--- src/rtl/permutation_ctrl_pkg.sv ---
// Shared Ascon types, constants and the three round-layer functions.
package ascon_pack;

    // x0 sits at index 0, so {x0, x1, x2, x3, x4} builds a state in natural order.
    typedef logic [0:4][63:0] type_state;

    typedef enum logic [1:0] {IDLE, RUN, DONE} type_perm_fsm;

    localparam int unsigned ROUNDS_P12 = 12;
    localparam int unsigned ROUNDS_P6  = 6;
    localparam int unsigned P6_START   = 6;
    localparam int unsigned CNT_W      = 4;

    // Round constant for round index i: high nibble counts down from F, low nibble up from 0.
    function automatic logic [7:0] round_const(input logic [3:0] i);
        return {4'hF - i, i};
    endfunction

    function automatic logic [63:0] rotr(input logic [63:0] x, input int unsigned r);
        return (x >> r) | (x << (64 - r));
    endfunction

    // Round constant lands in the low byte of x2.
    function automatic type_state constant_addition(input type_state s, input logic [7:0] rc);
        type_state r;
        r = s;
        r[2][7:0] = s[2][7:0] ^ rc;
        return r;
    endfunction

    // Bit-sliced 5-bit S-box applied to all 64 columns at once.
    function automatic type_state substitution_layer(input type_state s);
        logic [63:0] x0, x1, x2, x3, x4;
        logic [63:0] t0, t1, t2, t3, t4;
        x0 = s[0]; x1 = s[1]; x2 = s[2]; x3 = s[3]; x4 = s[4];
        x0 = x0 ^ x4; x4 = x4 ^ x3; x2 = x2 ^ x1;
        t0 = ~x0 & x1; t1 = ~x1 & x2; t2 = ~x2 & x3; t3 = ~x3 & x4; t4 = ~x4 & x0;
        x0 = x0 ^ t1; x1 = x1 ^ t2; x2 = x2 ^ t3; x3 = x3 ^ t4; x4 = x4 ^ t0;
        x1 = x1 ^ x0; x0 = x0 ^ x4; x3 = x3 ^ x2; x2 = ~x2;
        return {x0, x1, x2, x3, x4};
    endfunction

    // Per-word linear diffusion: each word XORed with two rotations of itself.
    function automatic type_state diffusion_layer(input type_state s);
        type_state r;
        r[0] = s[0] ^ rotr(s[0], 19) ^ rotr(s[0], 28);
        r[1] = s[1] ^ rotr(s[1], 61) ^ rotr(s[1], 39);
        r[2] = s[2] ^ rotr(s[2], 1)  ^ rotr(s[2], 6);
        r[3] = s[3] ^ rotr(s[3], 10) ^ rotr(s[3], 17);
        r[4] = s[4] ^ rotr(s[4], 7)  ^ rotr(s[4], 41);
        return r;
    endfunction

endpackage

--- src/rtl/permutation_ctrl_round.sv ---
// One combinational Ascon round: constant addition, S-box layer, linear layer.
module ascon_round
    import ascon_pack::*;
(
    input  type_state  round_i,
    input  logic [7:0] rc_i,
    output type_state  round_o
);

    // Chain the three layers in round order.
    assign round_o = diffusion_layer(substitution_layer(constant_addition(round_i, rc_i)));

endmodule

--- src/rtl/permutation_ctrl.sv ---
// Ascon permutation sequencer: runs p12 or p6 over an internal 320-bit state,
// UNROLL rounds per clock, with its own round counter and constants.
module permutation_ctrl
    import ascon_pack::*;
#(
    parameter int unsigned UNROLL = 1
) (
    input  logic      clock_i,
    input  logic      resetb_i,
    input  logic      start_i,
    input  logic      mode_i,
    input  type_state state_i,
    output type_state state_o,
    output logic      busy_o,
    output logic      done_o
);

    localparam logic [CNT_W:0] LAST_SUM = (CNT_W + 1)'(ROUNDS_P12);

    if (!(UNROLL == 1 || UNROLL == 2 || UNROLL == 3 || UNROLL == 6)) begin : g_bad_unroll
        $error("permutation_ctrl: UNROLL must be 1, 2, 3 or 6");
    end

    type_perm_fsm     fsm_q, fsm_d;
    logic [CNT_W-1:0] cnt_q, cnt_d;
    type_state        state_q, state_d;
    logic             busy_q, busy_d;
    logic             done_q, done_d;
    logic [CNT_W:0]   cnt_sum;
    type_state        chain [UNROLL+1];

    assign chain[0] = state_q;
    assign cnt_sum  = (CNT_W + 1)'(cnt_q) + (CNT_W + 1)'(UNROLL);

    // UNROLL rounds in series, round g using the constant for index cnt+g.
    for (genvar g = 0; g < UNROLL; g++) begin : g_round
        localparam logic [CNT_W-1:0] OFFS = CNT_W'(g);
        ascon_round u_round (
            .round_i (chain[g]),
            .rc_i    (round_const(cnt_q + OFFS)),
            .round_o (chain[g+1])
        );
    end

    // Next-state, counter and state-register update; status flags are precomputed for registering.
    always_comb begin
        fsm_d   = fsm_q;
        cnt_d   = cnt_q;
        state_d = state_q;
        busy_d  = 1'b0;
        done_d  = 1'b0;
        case (fsm_q)
            IDLE: begin
                if (start_i) begin
                    state_d = state_i;
                    cnt_d   = mode_i ? CNT_W'(P6_START) : '0;
                    fsm_d   = RUN;
                    busy_d  = 1'b1;
                end
            end
            RUN: begin
                state_d = chain[UNROLL];
                cnt_d   = cnt_sum[CNT_W-1:0];
                if (cnt_sum == LAST_SUM) begin
                    fsm_d  = DONE;
                    done_d = 1'b1;
                end else begin
                    busy_d = 1'b1;
                end
            end
            DONE: begin
                fsm_d = IDLE;
            end
            default: begin
                fsm_d = IDLE;
            end
        endcase
    end

    // State register; reset aborts any permutation in flight.
    always_ff @(posedge clock_i or negedge resetb_i) begin
        if (!resetb_i) begin
            fsm_q   <= IDLE;
            cnt_q   <= '0;
            state_q <= '0;
            busy_q  <= 1'b0;
            done_q  <= 1'b0;
        end else begin
            fsm_q   <= fsm_d;
            cnt_q   <= cnt_d;
            state_q <= state_d;
            busy_q  <= busy_d;
            done_q  <= done_d;
        end
    end

    // Round counter must stay within the 12-round schedule.
    always_ff @(posedge clock_i) begin
        if (resetb_i) begin
            assert (cnt_q <= CNT_W'(ROUNDS_P12))
                else $error("permutation_ctrl: round counter out of range");
        end
    end

    assign state_o = state_q;
    assign busy_o  = busy_q;
    assign done_o  = done_q;

endmodule

--- config.mk ---
export PLATFORM = sky130hd
export DESIGN_NAME = permutation_ctrl
export DESIGN_NICKNAME = d
export VERILOG_FILES = /design/src/rtl/permutation_ctrl_pkg.sv /design/src/rtl/permutation_ctrl_round.sv /design/src/rtl/permutation_ctrl.sv
export SDC_FILE = /design/constraint.sdc
export NUM_CORES = 2
export LEC_CHECK = 0
export CORE_AREA = 2 2 251 253
export DETAILED_ROUTE_END_ITERATION = 7
export DIE_AREA = 0 0 253 255
export PLACE_DENSITY = 0.75
export SYNTH_ARGS = -nofsm -noshare
export SYNTH_HDL_FRONTEND = slang
export SYNTH_SLANG_ARGS = --single-unit
--- constraint.sdc ---
create_clock -name clock_i -period 3.11 [get_ports clock_i]
set_input_delay 0.7775 -clock clock_i [delete_from_list [all_inputs] [get_ports clock_i]]
set_output_delay 0.7775 -clock clock_i [all_outputs]
set_load 0.01 [all_outputs]
# Yosys cells after proc, flatten, opt, wreduce, memory -nomap -nowiden
# Cells that the tools add are included.
dict set report op_classes {
  add_sub_neg 2
  mul 0
  div 0
  order_cmp 0
  eq_ne 4
  shifts 0
  muxes 13
  bitwise 43
  n_reduce_logical 4
}
# cell n
set op_table {}
lappend op_table {{64-bit XOR} 21}
lappend op_table {{320-bit one-hot mux with 2 select lines} 1}
lappend op_table {{64-bit NOT} 6}
lappend op_table {{64-bit bitwise AND} 5}
lappend op_table {{320-bit 2-to-1 mux} 1}
lappend op_table {{23-bit by 64-bit OR with 64-bit output} 1}
lappend op_table {{25-bit by 64-bit OR with 64-bit output} 1}
lappend op_table {{3-bit by 64-bit OR with 64-bit output} 1}
lappend op_table {{36-bit by 64-bit OR with 64-bit output} 1}
lappend op_table {{45-bit by 64-bit OR with 64-bit output} 1}
lappend op_table {{47-bit by 64-bit OR with 64-bit output} 1}
lappend op_table {{54-bit by 64-bit OR with 64-bit output} 1}
lappend op_table {{57-bit by 64-bit OR with 64-bit output} 1}
lappend op_table {{58-bit by 64-bit OR with 64-bit output} 1}
lappend op_table {{63-bit by 64-bit OR with 64-bit output} 1}
lappend op_table {{4-bit one-hot mux with 2 select lines} 1}
lappend op_table {{8-bit XOR} 1}
lappend op_table {{4-bit by 1-bit adder with 5-bit output (second input constant)} 1}
lappend op_table {{5-bit by 4-bit == test with 1-bit output (second input constant)} 1}
lappend op_table {{1-bit 2-to-1 mux} 4}
lappend op_table {{2-bit 2-to-1 mux} 2}
lappend op_table {{4-bit 2-to-1 mux} 1}
lappend op_table {{2-bit != test (second input constant)} 2}
lappend op_table {{2-bit one-hot mux with 2 select lines} 1}
lappend op_table {{other kinds (7)} 8}
dict set report word_totals {
  ff_bits 328
  latchBits 0
  mem_bits_rw 0
  rom_bits 0
  inputBits 324
  out_inout_bits 322
  wordCells 75
  memories 0
}

# Longest topological paths before layout
dict set report logic_depth {
  word_depth 11
  ltp_mapped 9
}

# Modules after synthesis
# A second synthesis with hierarchy kept.
dict set report unflattened {
  cells_unflattened 3340
  hier_area_um2 33708.6
}
# mod n_inst cells_per_inst area_each_um2
set modules_own_cells {}
lappend modules_own_cells {permutation_ctrl 1 1747 17783.3}
lappend modules_own_cells {ascon_round 1 1593 15925.3}

# Least setup slack after synthesis
# No wires, ideal clock.
dict set report synth_path {
  path_type {reg-to-reg}
  startpoint {reg state_q (netlist bit state_o[133])}
  endpoint {reg state_q (netlist bit state_o[123])}
  setup_ns 0.077
  t_arrival_ns 2.088
  required_ns 3.033
  setup_slack_ns 0.945
  stages_incl_launch_ff 7
  n_path_buf 0
  cell_sequence {dfrtp_1 xnor2_1 ha_1 xnor2_1 xnor2_1 xor3_1 a21oi_1}
}
dict set report synth_between {
  elab_chain_cells 8
}
# item line
set synth_lines {}
lappend synth_lines {{start: declaration} permutation_ctrl.sv:26} ;# type_state state_q, state_d;
lappend synth_lines {{start signal: assignment} permutation_ctrl.sv:91} ;# state_q <= state_d;
lappend synth_lines {{8-bit XOR} permutation_ctrl_pkg.sv:27} ;# r[2][7:0] = s[2][7:0] ^ rc;
lappend synth_lines {{64-bit XOR} permutation_ctrl_pkg.sv:36} ;# x0 = x0 ^ x4; x4 = x4 ^ x3; x2 = x2 ^ x1;
lappend synth_lines {{64-bit XOR} permutation_ctrl_pkg.sv:38} ;# x0 = x0 ^ t1; x1 = x1 ^ t2; x2 = x2 ^ t3; x3 = x3 ^ t4; x4 = x4 ^ t0;
lappend synth_lines {{64-bit XOR} permutation_ctrl_pkg.sv:39} ;# x1 = x1 ^ x0; x0 = x0 ^ x4; x3 = x3 ^ x2; x2 = ~x2;
lappend synth_lines {{54-bit by 64-bit OR with 64-bit output} permutation_ctrl_pkg.sv:20} ;# return (x >> r) | (x << (64 - r));
lappend synth_lines {{64-bit XOR (2 in a row)} permutation_ctrl_pkg.sv:49} ;# r[3] = s[3] ^ rotr(s[3], 10) ^ rotr(s[3], 17);
lappend synth_lines {{320-bit one-hot mux with 2 select lines} permutation_ctrl.sv:52} ;# case (fsm_q)
# No other way between the ends.
# A chain may end at the register's enable or synchronous reset.

# Worst setup path after layout
dict set report layout_path {
  startpoint {reg state_q (netlist bit state_o[283])}
  endpoint {out state_o[283] (netlist bit)}
}
# item line
set layout_rtl {}
lappend layout_rtl {{end: declaration} permutation_ctrl.sv:13} ;# output type_state state_o,
# No word-level cell between the ends.

==> qor.txt <==
CTS max path bufs: 3
Register area share after synthesis: 0.269
GPL Wtd Cong: 1.06
Final setup vio count: 0
Complex-gate fraction of the synthesized area: 0.123
Post-CTS Setup Bufs: 0
Post-synthesis mux area share: 0.0190
Critical-path cell list: buf_4 > clkdlybuf4s50_1
Clock Skew: 0.0287 ns
Max Slew Vio Count: 0
DR pass1 iterations: 8
CTS Root Cell: clkbuf_16
Slew HR: 0.306
Die H: 255 um
Synth Area in Adders: 0.0635
Tcrit/Tclk final: 0.897
Dominant synthesized flop cell: dfrtp_1
Area leader, netlist: dfrtp_1
CTS H-Tree Depth: 2
Layout cells sized above 1: 0.116
Starting density of the core: 0.492
Drt total wl: 155000 um
IO Port Bufs: 645
Gr usage total: 0.472
CTS resizes: 0
CP max FO: 4
CP Data Arrival Time: 2.01 ns
Critical path startpoint category: register
Inserted Clock Buffers: 42
IO Pins: 646
Residual DRC count: 0
Synth area leaders: dfrtp_1 (27%), xnor3_1 (19%), xnor2_1 (9.7%)
Synth Area in Simple Gates: 0.0908
Post-Layout Cell Count: 4697
Cells on worst reg2reg path: 6
Cells after DPL: 4620
CTS tree: yes
Max incr delay on CP: 0.56 ns
Number of synthesized flops with an enable pin: 0
Critical path buffers and inverters: 2
Crit Reg-Reg Startpoint: cnt_q[3]$_DFFE_PN0P_
Syn. warnings: 0
Layout area overhead: 34.7%
Ratio of routed vias to standard cells: 6.11
Row cnt: 92
Fin crit period: 2.79 ns
Post-route ant nets: 0
Vias: 28678
DRT iter0 DRCs: 3523
Total core area: 0.0622 mm2
Initial antenna violation count: 12
Largest family of logic cells by synthesized area: XOR/XNOR gates
Clock Latency Late Sink: 0.60 ns
Global-route wire length before repair: 210000 um
Hold Path Class: in2async
Crit path capture type: output pin
Cells after synthesis: 3040
Fin nets: 4318
FF-to-FF End: state_o[259]$_DFFE_PN0P_
MaxCap Viol Count: 0
Critical path's top delay family: buffers and inverters
Grt ovf: 0
WP depth: 2
Unrepaired setup endpoints after global routing: no
Post-synth top cells: xnor2_1 (340), dfrtp_1 (328), nand2_1 (253)
Hold buffer count at CTS: 0
Most common cell in the netlist: xnor2_1
Synth Cell Area: 0.0306 mm2
#FFs+latches synth: 328
Worst-margin pin slew: 1.03 ns
Hold Fails Final Rpt: 0
Pin count of the biggest net entering global routing: 118
Die width: 253 um
Clock Sinks: 328
Setup CP Type: reg2out
Top cell type's share of synthesized area: 0.269
XOR/XNOR Fraction of Synth Area: 0.397
Post-synth net total: 3493
Worst-path clk slew: 0.07 ns
Max Clk Rate: 358 MHz
Status: complete, no violations
CP max-delay cell: dfrtp_1
Worst Path Required: 2.33 ns
Vias in the first global route: 27572
R2R setup slack: 0.43 ns
Avg Cell Area, Syn: 10.1 um2
HPWL Detailed: 126000 um
Post-synth cell types: 45
WL/cell: 32.9 um
Setup TNS Final: 0 ns
Area of the die: 0.0645 mm2
Async set or reset register ratio after synthesis: 1.00
[cell families (layout without fill, tap and decap cells)]
family                   after synthesis  after routing
other                                  0              3
buffers and inverters                300           1155
XOR/XNOR                             904            904
adder cells (fa/ha/maj)              160            160
AO/OA/AOI/OAI                        656            656
flip-flops                           328            328
AND/OR/NAND/NOR                      634            634
multiplexers                          58             58
[layout by cell type, fill, tap and decap left out, drive strengths merged, types with 58 or more instances in the layout]
cell type / Yosys / routed
mux2i: 58 / 58
xor2: 222 / 222
buf: 43 / 275
ha: 129 / 129
nand2: 253 / 253
nor2: 212 / 212
xnor2: 426 / 426
clkbuf: 95 / 69
clkdlybuf4s50: 0 / 644
and3: 141 / 141
dfrtp: 328 / 328
inv: 161 / 161
xnor3: 252 / 252
o21ai: 265 / 265
a21oi: 226 / 226
[per-stage QoR]
step | utilization | hold WS [ns] | setup WS [ns] | cell area (um2)
after global placement | 0.640 | 0.528 | 0.476 | 39800
after detailed placement | 0.640 | 0.544 | 0.433 | 39800
after global routing | 0.662 | 0.189 | 0.348 | 41100
after CTS | 0.662 | 0.165 | 0.386 | 41100
final | 0.662 | 0.175 | 0.319 | 41200
after floorplan | - | 0.482 | 0.945 | 30600
[state kept, by name, indices dropped and copies added (netlist names)]
| name | cells |
|---|---|
| state_o | 320 |
| cnt_q | 4 |
| fsm_q | 2 |
| busy_o | 1 |
| done_o | 1 |
[per-layer routing]
| layer | GRT usage | wire length, um | vias up | part of all wire |
|---|---|---|---|---|
| met5 | 0 | 129 | - | 0.00083 |
| met4 | 0.312 | 12300 | 18 | 0.080 |
| met3 | 0.128 | 18300 | 519 | 0.12 |
| met2 | 0.726 | 67700 | 1993 | 0.44 |
| met1 | 0.587 | 56100 | 14118 | 0.36 |
| li1 | - | - | 12030 | - |
[area by class of cell]
type                            count  area [um2]
Timing Repair Buffer              919        8740
Fill cell                        5046       21000
Clock buffer                       69        1330
Antenna cell                        3        7.51
Multi-Input combinational cell   2412       21200
Tap cell                          799        1000
Sequential cell                   328        8210
Clock inverter                      5        50.0
Inverter                          162         608
[worst max path at each step]
stage	slack, ns	endpoint	start
4_1_cts	0.39	state_o[283]	state_o[283]$_DFFE_PN0P_
3_5_place_dp	0.43	state_o[74]$_DFFE_PN0P_	start_i
2_1_floorplan	0.94	state_o[123]$_DFFE_PN0P_	state_o[133]$_DFFE_PN0P_
3_3_place_gp	0.48	state_o[74]$_DFFE_PN0P_	start_i
6_report	0.32	state_o[283]	state_o[283]$_DFFE_PN0P_
5_1_grt	0.35	state_o[283]	state_o[283]$_DFFE_PN0P_
Power is left out: the tool's default activity adds up to more than one toggle a clock period on the data nets, which glitch-free logic cannot reach.
